[src/rtl/fetch_pkg.sv]
// rtl/fetch_pkg.sv - shared constants for the fetch queue stage
package fetch_pkg;
    localparam int          DEF_WORD_SIZE = 32;
    localparam logic [31:0] DEF_RESET_PC  = 32'h0000_0000;
    localparam logic [31:0] DEF_PC_STEP   = 32'd4;
    // sll $0,$0,0 - what decode sees on an empty head
    localparam logic [31:0] NOP_INSTR     = 32'h0000_0000;
endpackage

[src/rtl/fetch_fifo.sv]
// rtl/fetch_fifo.sv - synchronous FIFO with flush and occupancy count
module fetch_fifo #(
    parameter int  WIDTH = 32,
    parameter int  DEPTH = 4,
    localparam int AW    = $clog2(DEPTH),
    localparam int CW    = AW + 1
) (
    input  logic             clk,
    input  logic             rst,
    input  logic             i_flush,
    input  logic             i_push,
    input  logic [WIDTH-1:0] i_push_data,
    input  logic             i_pop,
    output logic [WIDTH-1:0] o_head_data,
    output logic [CW-1:0]    o_count
);
    logic [WIDTH-1:0] r_mem [DEPTH];
    logic [AW-1:0]    r_rd_ptr;
    logic [AW-1:0]    r_wr_ptr;
    logic [CW-1:0]    r_count;
    logic             w_do_pop;
    logic             w_do_push;

    // a push at full is accepted only when the head leaves in the same cycle
    assign w_do_pop  = i_pop && (r_count != '0);
    assign w_do_push = i_push && ((r_count != CW'(DEPTH)) || w_do_pop);

    always_ff @(posedge clk) begin
        if (w_do_push) begin
            r_mem[r_wr_ptr] <= i_push_data;
        end
    end

    always_ff @(posedge clk) begin
        if (rst || i_flush) begin
            r_rd_ptr <= '0;
            r_wr_ptr <= '0;
            r_count  <= '0;
        end else begin
            if (w_do_push) r_wr_ptr <= r_wr_ptr + AW'(1);
            if (w_do_pop)  r_rd_ptr <= r_rd_ptr + AW'(1);
            case ({w_do_push, w_do_pop})
                2'b10:   r_count <= r_count + CW'(1);
                2'b01:   r_count <= r_count - CW'(1);
                default: r_count <= r_count;
            endcase
        end
    end

    assign o_head_data = r_mem[r_rd_ptr];
    assign o_count     = r_count;
endmodule

[src/rtl/fetch_queue_stage.sv]
// rtl/fetch_queue_stage.sv - instruction fetch with request/response memory port and decode queue
module fetch_queue_stage
    import fetch_pkg::*;
#(
    parameter int                   WORD_SIZE = DEF_WORD_SIZE,
    parameter int                   DEPTH     = 4,
    parameter logic [WORD_SIZE-1:0] RESET_PC  = WORD_SIZE'(DEF_RESET_PC),
    parameter logic [WORD_SIZE-1:0] PC_STEP   = WORD_SIZE'(DEF_PC_STEP),
    localparam int                  CW        = $clog2(DEPTH) + 1
) (
    input  logic                 clk,
    input  logic                 rst,
    input  logic                 br_taken,
    input  logic [WORD_SIZE-1:0] br_base,
    input  logic [WORD_SIZE-1:0] br_offset,
    output logic                 imem_req,
    output logic [WORD_SIZE-1:0] imem_addr,
    input  logic                 imem_gnt,
    input  logic                 imem_rvalid,
    input  logic [WORD_SIZE-1:0] imem_rdata,
    output logic                 out_valid,
    input  logic                 out_ready,
    output logic [WORD_SIZE-1:0] out_pc,
    output logic [WORD_SIZE-1:0] out_instruction,
    output logic [CW-1:0]        occupancy
);
    logic [WORD_SIZE-1:0]   r_pc;
    logic [CW-1:0]          r_inflight;
    logic [CW-1:0]          r_discard;
    logic [CW-1:0]          w_tag_count;
    logic [WORD_SIZE-1:0]   w_tag_pc;
    logic [2*WORD_SIZE-1:0] w_head;
    logic [WORD_SIZE-1:0]   w_target;
    logic                   w_has_room;
    logic                   w_issue;
    logic                   w_accept_rsp;
    logic                   w_drop_rsp;
    logic                   w_pop;

    // queued plus outstanding words are capped so a response always has a slot
    assign w_has_room   = ({1'b0, occupancy} + {1'b0, r_inflight}) < (CW+1)'(DEPTH);
    assign imem_req     = !rst && !br_taken && w_has_room;
    assign imem_addr    = r_pc;
    assign w_issue      = imem_req && imem_gnt;
    assign w_accept_rsp = imem_rvalid && !br_taken && (r_discard == '0);
    assign w_drop_rsp   = imem_rvalid && (r_discard != '0);
    assign w_pop        = out_valid && out_ready;
    assign w_target     = br_base + (br_offset << 2);

    fetch_fifo #(.WIDTH(WORD_SIZE), .DEPTH(DEPTH)) u_tag_fifo (
        .clk         (clk),
        .rst         (rst),
        .i_flush     (br_taken),
        .i_push      (w_issue),
        .i_push_data (r_pc),
        .i_pop       (w_accept_rsp),
        .o_head_data (w_tag_pc),
        .o_count     (w_tag_count)
    );

    fetch_fifo #(.WIDTH(2*WORD_SIZE), .DEPTH(DEPTH)) u_instr_queue (
        .clk         (clk),
        .rst         (rst),
        .i_flush     (br_taken),
        .i_push      (w_accept_rsp),
        .i_push_data ({w_tag_pc, imem_rdata}),
        .i_pop       (w_pop),
        .o_head_data (w_head),
        .o_count     (occupancy)
    );

    always_ff @(posedge clk) begin
        if (rst) begin
            r_pc       <= RESET_PC;
            r_inflight <= '0;
            r_discard  <= '0;
        end else begin
            r_inflight <= r_inflight + CW'(w_issue) - CW'(imem_rvalid);
            if (br_taken) begin
                // words already requested belong to the old path
                r_pc      <= w_target;
                r_discard <= r_inflight - CW'(imem_rvalid);
            end else begin
                if (w_issue)    r_pc      <= r_pc + PC_STEP;
                if (w_drop_rsp) r_discard <= r_discard - CW'(1);
            end
        end
    end

    assign out_valid       = (occupancy != '0);
    assign out_pc          = out_valid ? w_head[2*WORD_SIZE-1:WORD_SIZE] : '0;
    assign out_instruction = out_valid ? w_head[WORD_SIZE-1:0] : WORD_SIZE'(NOP_INSTR);

    a_rsp_has_slot: assert property (@(posedge clk) disable iff (rst)
        (imem_rvalid && !br_taken && (r_discard == '0)) |-> (occupancy != CW'(DEPTH)));
    a_rsp_outstanding: assert property (@(posedge clk) disable iff (rst)
        imem_rvalid |-> (r_inflight != '0));
    a_tags_bounded: assert property (@(posedge clk) disable iff (rst)
        w_tag_count <= r_inflight);
endmodule

[config.mk]
export PLATFORM = sky130hd
export DESIGN_NAME = fetch_queue_stage
export DESIGN_NICKNAME = d
export VERILOG_FILES = /design/src/rtl/fetch_pkg.sv /design/src/rtl/fetch_fifo.sv /design/src/rtl/fetch_queue_stage.sv
export SDC_FILE = /design/constraint.sdc
export NUM_CORES = 1
export LEC_CHECK = 0
export BUFFER_PORTS_ARGS = -buffer_cell sky130_fd_sc_hd__buf_2
export CAP_MARGIN = 20
export CELL_PAD_IN_SITES_DETAIL_PLACEMENT = 1
export CELL_PAD_IN_SITES_GLOBAL_PLACEMENT = 1
export CORE_UTILIZATION = 50
export CTS_CLUSTER_DIAMETER = 40
export DETAILED_ROUTE_END_ITERATION = 10
export GPL_ROUTABILITY_DRIVEN = 0
export PLACE_DENSITY = 0.79
export SETUP_SLACK_MARGIN = 0.4
export SKIP_LAST_GASP = 1
export SLEW_MARGIN = 20
export SYNTH_ARGS = -nofsm -noshare
export SYNTH_HDL_FRONTEND = slang
export SYNTH_SLANG_ARGS = --single-unit
[constraint.sdc]
create_clock -name clk -period 4.1 [get_ports clk]
set_input_delay 0.41 -clock clk [delete_from_list [all_inputs] [get_ports clk]]
set_output_delay 0.41 -clock clk [all_outputs]
set_load 0.005 [all_outputs]
Word-level counts from Yosys, hierarchy flattened
Memory sizes are Yosys's and may differ from the RTL's. A register that Yosys moved wholly into a read port is not among the register bits.
Cells that the tools add are included.
{"block": "totals", "regBits": 52, "ram_bits": 384, "output_inout_bits": 101, "elab_cells": 73, "n_memories": 2}
{"block": "classes", "addsub": 15, "order_cmp": 1, "eq_ne": 6, "muxes": 16, "n_reduce_logical": 24}
{"memory": "u_instr_queue.r_mem", "words": 4, "width": 64, "rd": 1, "rd_ports_with_merged_regs": 1, "write_ports": 1, "line_no": "fetch_fifo.sv:17", "source": "logic [WIDTH-1:0] r_mem [DEPTH];"}
{"memory": "u_tag_fifo.r_mem", "words": 4, "width": 32, "rd": 1, "rd_ports_with_merged_regs": 1, "write_ports": 1, "line_no": "fetch_fifo.sv:17"}
{"cell": "$mux 32", "count": 4}
{"cell": "$add 32x3->32 const B", "count": 1}
{"cell": "$add 32x32->32", "count": 1}
{"cell": "$pmux 3 s2", "count": 2}
{"cell": "$logic_and 1x1->1", "count": 11}
{"cell": "$reduce_bool 3->1", "count": 3}
{"cell": "$sub 3x1->3 const B", "count": 3}
{"cell": "$add 2x1->2 const B", "count": 4}
{"cell": "$mux 2", "count": 4}
{"cell": "$reduce_bool 2->1", "count": 4}
{"cell": "$add 3x1->3 const B", "count": 2}
{"cell": "$mux 3", "count": 2}
{"cell": "$ne 3x3->1 const B", "count": 2}
{"cell": "$sub 3x1->3", "count": 2}
{"cell": "$add 3x3->4", "count": 1}
{"cell": "$eq 2x1->1 const B", "count": 2}
{"cell": "$eq 2x2->1 const B", "count": 2}
{"cell": "$lt 4x3->1 const B", "count": 1}
{"cell": "$mux 1", "count": 4}
{"cell": "$add 3x1->3", "count": 1}
{"cell": "$logic_not 3->1", "count": 1}
{"cell": "$logic_or 1x1->1", "count": 3}
{"cell": "$logic_not 1->1", "count": 2}

Logic depth before layout (Yosys ltp)
Gate-level depths: netlist (run 1).
{"block": "depth", "depth_word": 8, "depth_mapped": 13, "mapped_depth_nobuf": 11}

By module
From an unflattened synthesis (run 1), not the netlist that was laid out.
{"block": "hier_totals", "hier_cells": 1140, "hier_area_um2": 18900.6}
{"mod": "fetch_fifo at u_instr_queue", "n_inst": 1, "cells_per_inst": 389, "area_each_um2": 9728.1, "seq_area_each_um2": 7867.5}
{"mod": "fetch_fifo at u_tag_fifo", "n_inst": 1, "cells_per_inst": 222, "area_each_um2": 5119.9, "seq_area_each_um2": 4023.9}
{"mod": "fetch_queue_stage", "n_inst": 1, "cells_per_inst": 529, "area_each_um2": 4052.6, "seq_area_each_um2": 760.7}

Least setup slack after synthesis (run 1)
OpenSTA, ideal clock, no wires.
{"block": "synth_path", "path_kind": "input -> register", "from": "input br_taken", "to": "memory u_instr_queue.r_mem[0][0] (netlist bit), enable pin", "setup_time_ns": 0.429, "arrival_ns": 2.748, "t_required_ns": 3.671, "setup_slack_ns": 0.923, "cell_stages": 5, "path_cell_list": "buf_6 > clkinv_1 > nand4_1 > nor2_1 > and2_1"}
{"block": "synth_between", "elab_chain_len": 6}
{"element": "from (decl)", "line_no": "fetch_queue_stage.sv:13", "source": "input logic br_taken,"}
{"element": "$logic_not 1->1", "line_no": "fetch_queue_stage.sv:45", "source": "assign w_accept_rsp = imem_rvalid && !br_taken && (r_discard == '0);"}
{"element": "$logic_and 1x1->1 (2 in series)", "line_no": "fetch_queue_stage.sv:45"}
{"element": "$logic_and 1x1->1", "line_no": "fetch_fifo.sv:26", "source": "assign w_do_push = i_push && ((r_count != CW'(DEPTH)) || w_do_pop);"}
{"element": "$mux 1", "line_no": "fetch_fifo.sv:29", "source": "if (w_do_push) begin"}
{"element": "$mux 1 (not written as such)", "line_no": "fetch_fifo.sv:30", "source": "r_mem[r_wr_ptr] <= i_push_data;"}
{"element": "to (decl)", "line_no": "fetch_fifo.sv:17"}
Every way passes these cells.

Final worst setup path (run 1)
{"block": "layout_path", "from": "register u_instr_queue.r_count[2], in the netlist u_instr_queue.o_count[2]", "to": "memory u_tag_fifo.r_mem[0][25], enable pin"}
{"block": "layout_between", "elab_chain_len": 7}
{"element": "from (decl)", "line_no": "fetch_fifo.sv:20", "source": "logic [CW-1:0] r_count;"}
{"element": "from (signal assigned)", "line_no": "fetch_fifo.sv:43", "source": "2'b10: r_count <= r_count + CW'(1);"}
{"element": "from (signal assigned)", "line_no": "fetch_fifo.sv:44", "source": "2'b01: r_count <= r_count - CW'(1);"}
{"element": "from (signal assigned)", "line_no": "fetch_fifo.sv:45", "source": "default: r_count <= r_count;"}
{"element": "$add 3x3->4", "line_no": "fetch_queue_stage.sv:41", "source": "assign w_has_room = ({1'b0, occupancy} + {1'b0, r_inflight}) < (CW+1)'(DEPTH);"}
{"element": "$lt 4x3->1", "line_no": "fetch_queue_stage.sv:41"}
{"element": "$logic_and 1x1->1", "line_no": "fetch_queue_stage.sv:42", "source": "assign imem_req = !rst && !br_taken && w_has_room;"}
{"element": "$logic_and 1x1->1", "line_no": "fetch_queue_stage.sv:44", "source": "assign w_issue = imem_req && imem_gnt;"}
{"element": "$logic_and 1x1->1", "line_no": "fetch_fifo.sv:26"}
{"element": "$mux 1", "line_no": "fetch_fifo.sv:29"}
{"element": "$mux 1 (not written as such)", "line_no": "fetch_fifo.sv:30"}
{"element": "to (decl)", "line_no": "fetch_fifo.sv:17"}
Every way passes these cells.

==> metrics.md, run 1 <==
| Metric | Value |
|---|---|
| Pleak | `7.885 nW` |
| Fmax | `309.9 MHz` |
| Worst-Skew Late Latency | `0.56 ns` |
| Int Power | `0.008023 W` |
| Setup Viol. Count Final | `0` |
| ANT cells | `0` |
| Share of cells above drive strength 1 | `0.2991` |
| Die W | `196.7 um` |
| DP HPWL | `28270 um` |
| CTS max path bufs | `3` |
| Syn nets | `1315` |
| Ys async rst share | `0` |
| CP max-delay cell | `and4_1` |
| Routed Antenna Nets | `0` |
| Remaining Overflow, GRT | `0` |
| Pre-CTS setup slack | `0.8590 ns` |
| Die area | `38680 um^2` |
| Clock-pin slew on the worst setup and hold paths | `0.06 ns` |
| CTS tree | `built` |
| Number of global-route vias before repair | `11800` |
| DRC violations left | `0` |
| Final worst path period share | `0.7870` |
| Headroom to the max-slew limit | `0.3834` |
| Mapped Cells | `1162` |
| Initial antenna violation count | `0` |
| Combinational share of power | `0.082` |
| Via Count | `10860` |
| Synthesized cell area | `18950 um^2` |
| PwrDens | `470.3 nW/um^2` |
| Post-DP Area | `20570 um^2` |
| CP startpoint kind | `flop` |
| WL/cell | `22.47 um` |
| Largest net degree at the start of global routing | `67` |
| Critical-path cell list | `ha_1, nor3_1, and4_1, inv_2, a41oi_2, and2_1, buf_4` |
| Buffers & Inverters on Critical Path | `2` |
| Critical Path RT | `4.31 ns` |
| Postcts setup bufs | `0` |
| Hold Vio Cnt, Final | `0` |
| Critical path endpoint category | `flop` |
| Post-synthesis sequential area ratio | `0.6677` |
| Status | `finished clean` |
| Post-CTS Hold Fix Bufs | `0` |
| Most frequent cells in the layout | `384 x edfxtp_1, 200 x buf_2, 96 x mux4_2` |
| CTS Buf Count | `51` |
| Core area | `36960 um^2` |
| Layout Skew | `0.01578 ns` |
| HP Class | `in2reg` |
| Cell family with most CP delay | `simple AND/OR/NAND/NOR gates` |
| Most common cell after layout, fill and taps aside | `edfxtp_1` |
| Switching share of power | `0.2334` |
| Std-Cell Rows | `70` |
| DIE HEIGHT | `196.7 um` |
| Peak fanout along the critical path | `32` |
| Post-Route WL | `43250 um` |
| GRT Total Usage | `0.2294` |
| Crit path time final | `3.227 ns` |
| Starting Density | `0.5127` |
| FILL cells | `3474` |
| Largest stage delay on the critical path | `0.63 ns` |
| Syn avg cell area | `16.31 um^2` |
| Hold Slack | `0.07118 ns` |
| Final nets | `1532` |
| Yosys warnings | `0` |
| Worst-Margin Slew | `0.9249 ns` |
| Area delta synth->final | `17.45%` |
| Initial drt markers | `553` |
| Worst path arrival time | `3.43 ns` |
| First drt pass iteration count | `5` |
| RSZ-0062 raised after global routing | `false` |
| Port bufs | `200` |
| First-pass GRT wire length | `67020 um` |
| Number of max-cap violations | `0` |
| Post-synth EDFFs | `384` |
| Part of the power in registers | `0.493` |
| CTS Root Cell | `clkbuf_16` |
| Synth cell types | `70` |
| H-tree levels | `2` |
| Final instance area | `22260 um^2` |
| Vias per cell | `5.642` |
| Setup ws final | `0.8733 ns` |
| Setup TNS | `0 ns` |
| Ys flop type | `edfxtp_1` |
| Number of synthesized register bits | `440` |
| Clk pwr share | `0.425` |
| Max Slew Vio Count | `0` |
| IO Count | `203` |
| Sw power | `0.002443 W` |
| CP Class | `reg2reg` |
| CTS Sinks | `440` |
| Worst vdd ir | `300.5 uV` |
| Post-cts resize count | `0` |
## worst paths after layout
| kind | startpoint | slack, ns | cells past startpoint | to |
|---|---|---|---|---|
| min reg2reg | u_tag_fifo.o_count[1] | 0.54 | 2 | u_tag_fifo.o_count[1] |
| min | imem_rdata[2] | 0.07 | 1 | u_instr_queue.r_mem[1][2] |
| max | u_instr_queue.o_count[2] | 0.87 | 7 | u_tag_fifo.r_mem[0][25] |
| max reg2reg | u_instr_queue.o_count[2] | 0.87 | 7 | u_tag_fifo.r_mem[0][25] |
## kinds of logic after synthesis
group                    share of synthesized area
flip-flops                                  0.6677
AND/OR/NAND/NOR                            0.07422
AO/OA/AOI/OAI                              0.05963
multiplexers                                0.1207
buffers and inverters                      0.01796
XOR/XNOR                                   0.02450
adder cells (fa/ha/maj)                    0.03526
## metal layers
layer,global-route usage,wire length (um)
met4,0.05828,818
met2,0.4120,22180
met1,0.2827,17770
met3,0.04774,2482
met5,0,0
## worst reg2reg max path, cell delays in order (launching register included)
cell and delay [ns]:
dfxtp_1 0.41, ha_1 0.26, nor3_1 0.21, and4_1 0.63
inv_2 0.30, a41oi_2 0.44, and2_1 0.20, buf_4 0.41
## through the flow
step	total power [W]	util	cells
finish	0.01047	0.6021	1925
global route	0.01080	0.6021	1925
CTS	0.01057	0.6021	1925
detailed placement	0.006112	0.5565	1830
global placement	0.006066	0.5565	1830
floorplan	0.005760	-	1162
## area by class of cell
class,count,area (um^2),area share
Sequential cell,440,12660,0.5688
Multi-Input combinational cell,639,5962,0.2679
Clock buffer,64,1378,0.06190
Timing Repair Buffer,220,1214,0.05453
Tap cell,504,630.6,0.02834
Clock inverter,31,310.3,0.01394
Inverter,27,101.3,0.004554
## Yosys cell counts, drive strengths merged (8+ instances only)
cell type | instances | area share
and3 | 9 | 0.0030
dfxtp | 56 | 0.059
a21oi | 41 | 0.011
nand2 | 39 | 0.0077
mux4 | 96 | 0.11
nor3 | 13 | 0.0034
o21ai | 29 | 0.0077
nand3 | 17 | 0.0045
nand4 | 17 | 0.0064
mux2i | 8 | 0.0042
a21o | 12 | 0.0048
clkbuf | 36 | 0.0073
edfxtp | 384 | 0.61
inv | 26 | 0.0052
ha | 47 | 0.031
xor2 | 24 | 0.011
and2 | 73 | 0.024
buf | 20 | 0.0053
a211oi | 25 | 0.010
nor2 | 67 | 0.014
xnor2 | 29 | 0.013
## power by group through the flow
stage / Sequential, W / Clock [W] / Combinational [W]
5_1_grt: 0.00517 / 0.00467 / 0.000956
6_report: 0.00516 / 0.00445 / 0.000863
3_5_place_dp: 0.00525 / 0 / 0.000864
3_3_place_gp: 0.00523 / 0 / 0.000839
4_1_cts: 0.00516 / 0.00454 / 0.000874
2_1_floorplan: 0.00520 / 0 / 0.000557
## flip-flops by register name, summed over array words and instances (netlist names), 3 cells and up, named ones only
register,cells
r_discard,3
u_tag_fifo.o_count,3
u_instr_queue.r_mem,256
imem_addr,32
u_tag_fifo.r_mem,128
u_instr_queue.o_count,3
r_inflight,3
(Power assumes the default switching activity.)
==> run 2: changes to the inputs <==
--- a/config.mk
+++ b/config.mk
@@ -9,11 +9,11 @@
 export CAP_MARGIN = 20
 export CELL_PAD_IN_SITES_DETAIL_PLACEMENT = 1
 export CELL_PAD_IN_SITES_GLOBAL_PLACEMENT = 1
-export CORE_UTILIZATION = 50
+export CORE_UTILIZATION = 45
 export CTS_CLUSTER_DIAMETER = 40
 export DETAILED_ROUTE_END_ITERATION = 10
 export GPL_ROUTABILITY_DRIVEN = 0
-export PLACE_DENSITY = 0.79
+export PLACE_DENSITY = 0.75
 export SETUP_SLACK_MARGIN = 0.4
 export SKIP_LAST_GASP = 1
 export SLEW_MARGIN = 20
==> constraint.sdc (replaced) <==
create_clock -name clk -period 2.8 [get_ports clk]
set_input_delay 0.28 -clock clk [delete_from_list [all_inputs] [get_ports clk]]
set_output_delay 0.28 -clock clk [all_outputs]
set_load 0.005 [all_outputs]
==> metrics.md, run 2 (synthesis gave the netlist of run 1 again) <==
| Metric | Value |
|---|---|
| RSZ-0062 raised after global routing | `true` |
| Initial drt markers | `533` |
| Pre-CTS setup slack | `0.03653 ns` |
| Worst-Skew Late Latency | `0.55 ns` |
| First drt pass iteration count | `5` |
| Pleak | `8.220 nW` |
| CTS Sinks | `440` |
| CTS Root Cell | `clkbuf_16` |
| Number of max-cap violations | `0` |
| Core area | `41200 um^2` |
| Critical Path RT | `2.52 ns` |
| IO Count | `203` |
| Int Power | `0.01161 W` |
| Power, Total | `0.01513 W` |
| Critical path endpoint category | `output port` |
| Post-Route WL | `44250 um` |
| Final worst path period share | `0.8518` |
| GRT Total Usage | `0.2062` |
| First-pass GRT wire length | `68570 um` |
| Area of the multi-input gates | `6057 um^2` |
| Vias per cell | `5.525` |
| H-tree levels | `2` |
| CP startpoint kind | `flop` |
| Worst path arrival time | `2.11 ns` |
| CTS tree | `built` |
| Worst vdd ir | `368.9 uV` |
| Fmax | `419.3 MHz` |
| Crit path time final | `2.385 ns` |
| Total area of sequential cells | `12680 um^2` |
| Final nets | `1592` |
| Std-Cell Rows | `74` |
| Setup Viol. Count Final | `0` |
| Switching share of power | `0.2328` |
| Peak fanout along the critical path | `7` |
| Setup TNS | `0 ns` |
| DRC violations left | `0` |
| Post-DP Area | `20800 um^2` |
| Initial antenna violation count | `0` |
| Reg-to-reg setup timing slack | `0.46 ns` |
| Most frequent cells in the layout | `384 x edfxtp_1, 185 x buf_2, 96 x mux4_2` |
| Area delta synth->final | `22.25%` |
| CTS max path bufs | `3` |
| PwrDens | `653.3 nW/um^2` |
| Starting Density | `0.4599` |
| Worst-Margin Slew | `0.6518 ns` |
| Die area | `42930 um^2` |
| Headroom to the max-slew limit | `0.5654` |
| ANT cells | `0` |
| Max Slew Vio Count | `0` |
| Max reg flops | `256` |
| Clock-pin slew on the worst setup and hold paths | `0.06 ns` |
| Setup ws final | `0.4150 ns` |
| Via Count | `11070` |
| Remaining Overflow, GRT | `0` |
| Die W | `207.2 um` |
| Layout Skew | `0.01835 ns` |
| Final instance area | `23160 um^2` |
| Most common cell after layout, fill and taps aside | `edfxtp_1` |
| CP Class | `reg2out` |
| # placed instances | `1869` |
| CTS Buf Count | `48` |
| Number of global-route vias before repair | `11870` |
| FILL cells | `3844` |
| Part of the power in registers | `0.499` |
| Cell Count, Final, Fillers Out | `2004` |
| Combinational share of power | `0.096` |
| WL/cell | `22.08 um` |
| Share of cells above drive strength 1 | `0.3322` |
| Status | `finished clean` |
| Top reg by flops | `u_instr_queue.r_mem` |
| Largest net degree at the start of global routing | `66` |
| Routed Antenna Nets | `0` |
| Sw power | `0.003523 W` |
| Port bufs | `200` |
| HP Class | `in2reg` |
| DIE HEIGHT | `207.2 um` |
| DP HPWL | `28130 um` |
| Clk pwr share | `0.405` |
| Hold Vio Cnt, Final | `0` |
==> run 2: cell type report <==
class	instances	share of cell area
flip-flops and latches	440	0.5473
multi-input cells	639	0.2615
repair buffers	283	0.09112
clock buffers	55	0.05477
well taps	532	0.02874
clock inverters	28	0.01188
inverters	27	0.004699
==> run 2: metrics by stage <==
step,utilization,hold slack (ns)
floorplan,-,0.3789
global placement,0.5048,0.4921
detailed placement,0.5048,0.4989
CTS,0.5542,0.05728
global route,0.5622,0.07245
finish,0.5622,0.07697
==> run 2: path summary, 6_finish.rpt <==
| kind | start | to | depth (start not counted) |
|---|---|---|---|
| max | flop | out_instruction[13] | 5 |
| min reg2reg | u_tag_fifo.o_count[1] | u_tag_fifo.o_count[1] | 2 |
| min | br_taken | imem_addr[7] | 2 |
| max reg2reg | imem_addr[4] | imem_addr[25] | 7 |
==> run 2: critical path: stages, from the launching register on <==
cell and delay [ns]:
dfxtp_4 0.45, buf_6 0.16, clkbuf_16 0.16, mux4_2 0.49, and2_1 0.17, buf_2 0.12
==> run 2: power groups by stage <==
stage          clock network, W  logic [W]  registers (W)
2_1_floorplan                 0   0.000823        0.00762
3_3_place_gp                  0    0.00127        0.00765
3_5_place_dp                  0    0.00131        0.00768
4_1_cts                 0.00626    0.00138        0.00754
5_1_grt                 0.00649    0.00160        0.00757
6_report                0.00613    0.00146        0.00755
==> run 2: per-layer routing <==
metal	wire (um)	track usage	vias up
met1	18930	0.2653	5636
met4	671	0.04349	0
li1	-	-	5114
met3	2291	0.04002	50
met5	0	0	-
met2	22360	0.3630	273
==> run 2: what timing repair did <==
action,in CTS,in global routing
setup buffers,6,7
endpoints found under the hold margin,130,0
resized for setup,13,49
endpoints found under the setup margin,202,50
pin swaps,1,5
hold buffers,34,0
cloned,2,3
==> run 3: changes to the inputs <==
--- a/config.mk
+++ b/config.mk
@@ -9,6 +9,7 @@
 export CAP_MARGIN = 20
 export CELL_PAD_IN_SITES_DETAIL_PLACEMENT = 1
 export CELL_PAD_IN_SITES_GLOBAL_PLACEMENT = 1
+export CORE_ASPECT_RATIO = 1.5
 export CORE_UTILIZATION = 45
 export CTS_CLUSTER_DIAMETER = 40
 export DETAILED_ROUTE_END_ITERATION = 10
==> metrics.md, run 3 (synthesis gave the netlist of run 1 again) <==
| Metric | Value |
|---|---|
| Crit path time final | `2.348 ns` |
| Worst-Skew Late Latency | `0.54 ns` |
| PwrDens | `645.1 nW/um^2` |
| Part of the power in registers | `0.511` |
| Top Layer Used | `met4` |
| CTS Root Cell | `clkbuf_16` |
| Final nets | `1589` |
| Int Power | `0.01132 W` |
| Hold Vio Cnt, Final | `0` |
| Top reg by flops | `u_instr_queue.r_mem` |
| IO Count | `203` |
| Die area | `42950 um^2` |
| Reg-to-reg setup timing slack | `0.48 ns` |
| Worst reg2reg path depth | `10` |
| Via Count | `11110` |
| Final instance area | `22840 um^2` |
| Post-DP Area | `20910 um^2` |
| Worst-Margin Slew | `0.6708 ns` |
| Met1 wire length | `16920 um` |
| Core area | `41330 um^2` |
| Vias per cell | `5.483` |
| Initial antenna violation count | `0` |
| WL met2 | `24260 um` |
| FILL cells | `3973` |
| Pleak | `8.122 nW` |
| Peak fanout along the critical path | `65` |
| Status | `finished clean` |
| Fmax | `425.9 MHz` |
| Initial drt markers | `507` |
| R2r startpoint | `u_instr_queue.o_count[2]` |
| Critical Path RT | `2.52 ns` |
| Std-Cell Rows | `91` |
| Sw power | `0.003413 W` |
| DP HPWL | `28950 um` |
| DR WL met3 | `1565 um` |
| Number of global-route vias before repair | `12080` |
| Starting Density | `0.4585` |
| CTS Buf Count | `41` |
| Port bufs | `200` |
| CTS tree | `built` |
| Worst R2R End | `r_inflight[1]` |
| Switching share of power | `0.2316` |
| Area delta synth->final | `20.52%` |
| CTS max path bufs | `3` |
| CP startpoint kind | `flop` |
| Max Slew Vio Count | `0` |
| HP Class | `in2reg` |
| WL/cell | `21.65 um` |
| Combinational share of power | `0.094` |
| Worst-case hold path end point | `r_discard[0]` |
| Most common cell after layout, fill and taps aside | `edfxtp_1` |
| H-tree levels | `2` |
| Die W | `169.5 um` |
| Headroom to the max-slew limit | `0.5528` |
| Post-Route WL | `43870 um` |
| Remaining Overflow, GRT | `0` |
| DIE HEIGHT | `253.3 um` |
| Total area of sequential cells | `12670 um^2` |
| RSZ-0062 raised after global routing | `true` |
| Max reg flops | `256` |
| Routed Antenna Nets | `0` |
| Critical path endpoint category | `output port` |
| Setup TNS | `0 ns` |
| Most frequent cells in the layout | `384 x edfxtp_1, 200 x buf_2, 96 x mux4_2` |
| CP Class | `reg2out` |
| Number of max-cap violations | `0` |
| Area of the multi-input gates | `6000 um^2` |
| Layout Skew | `0.02170 ns` |
| Final worst path period share | `0.8386` |
| CTS Sinks | `440` |
| Setup Viol. Count Final | `0` |
| Worst vdd ir | `411.7 uV` |
| ANT cells | `0` |
| Hold path start | `imem_rvalid` |
| Clock-pin slew on the worst setup and hold paths | `0.07 ns` |
| Clk pwr share | `0.395` |
| GRT Total Usage | `0.2075` |
| Share of cells above drive strength 1 | `0.3154` |
| Worst hold stages | `3` |
| Largest net degree at the start of global routing | `66` |
| First drt pass iteration count | `5` |
| Worst path arrival time | `2.07 ns` |
| DRC violations left | `0` |
| First-pass GRT wire length | `67580 um` |
-- run 3: cell types whose count changed in the layout (fill, tap and decap cells not counted), moves of 9 or more --
cell | previous run | this run
clkbuf_16 | 52 | 43
and2_4 | 16 | 4
and2_1 | 49 | 65
buf_6 | 17 | 3
buf_4 | 26 | 35
buf_2 | 185 | 200
-- run 3: worst max-delay path by stage --
stage                                        start             to  slack [ns]
after floorplan                      r_inflight[2]  r_inflight[1]        0.40
after global placement                  br_base[2]  imem_addr[26]        0.09
after detailed placement                br_base[2]  imem_addr[26]        0.08
after CTS                            r_inflight[2]  r_inflight[1]        0.41
after global routing                  imem_addr[5]  imem_addr[25]        0.36
final                     u_instr_queue.o_count[2]     out_pc[30]        0.45
-- run 3: critical path, stage by stage, from the launching register on --
cell     delay [ns]
dfxtp_4        0.36
or3_2          0.52
buf_12         0.21
and2_1         0.22
buf_2          0.13
-- run 3: stage by stage --
step	std cells	hold WS (ns)	worst slack, ns	power (W)	utilization
global placement	1906	0.4918	0.09412	0.008927	0.5059
global route	2026	0.1457	0.3595	0.01522	0.5525
detailed placement	1906	0.4973	0.07896	0.008984	0.5059
CTS	2021	0.09757	0.4074	0.01486	0.5509
floorplan	1162	0.3789	0.4006	0.008439	-
finish	2026	0.1156	0.4520	0.01473	0.5525
-- run 3: power by group through the flow --
stage	Combinational (W)	Clock [W]	Sequential (W)
after floorplan	0.000823	0	0.00762
after global placement	0.00129	0	0.00764
after detailed placement	0.00132	0	0.00766
after CTS	0.00138	0.00595	0.00752
after global routing	0.00153	0.00615	0.00754
final	0.00138	0.00582	0.00752
-- run 3: cell type report --
type,count,share of cell area
clock buffers,49,0.04811
well taps,558,0.03057
clock inverters,26,0.01381
multi-input cells,639,0.2627
flip-flops and latches,440,0.5550
repair buffers,287,0.08520
inverters,27,0.004548
-- run 3: what timing repair did --
action | 4_1_cts | 5_1_grt
hold endpoints to repair | 130 | 0
setup buffers | 6 | 5
hold buffers | 34 | 0
endpoints found under the setup margin | 90 | 52
gates resized for setup | 11 | 11
pin swaps | 2 | 4
-- run 3: routing by layer --
metal  track usage  vias to the layer above
li1              -                     5109
met1        0.2284                     5681
met2        0.4013                      246
met3       0.03001                       73
met4       0.07079                        0
met5             0                        -
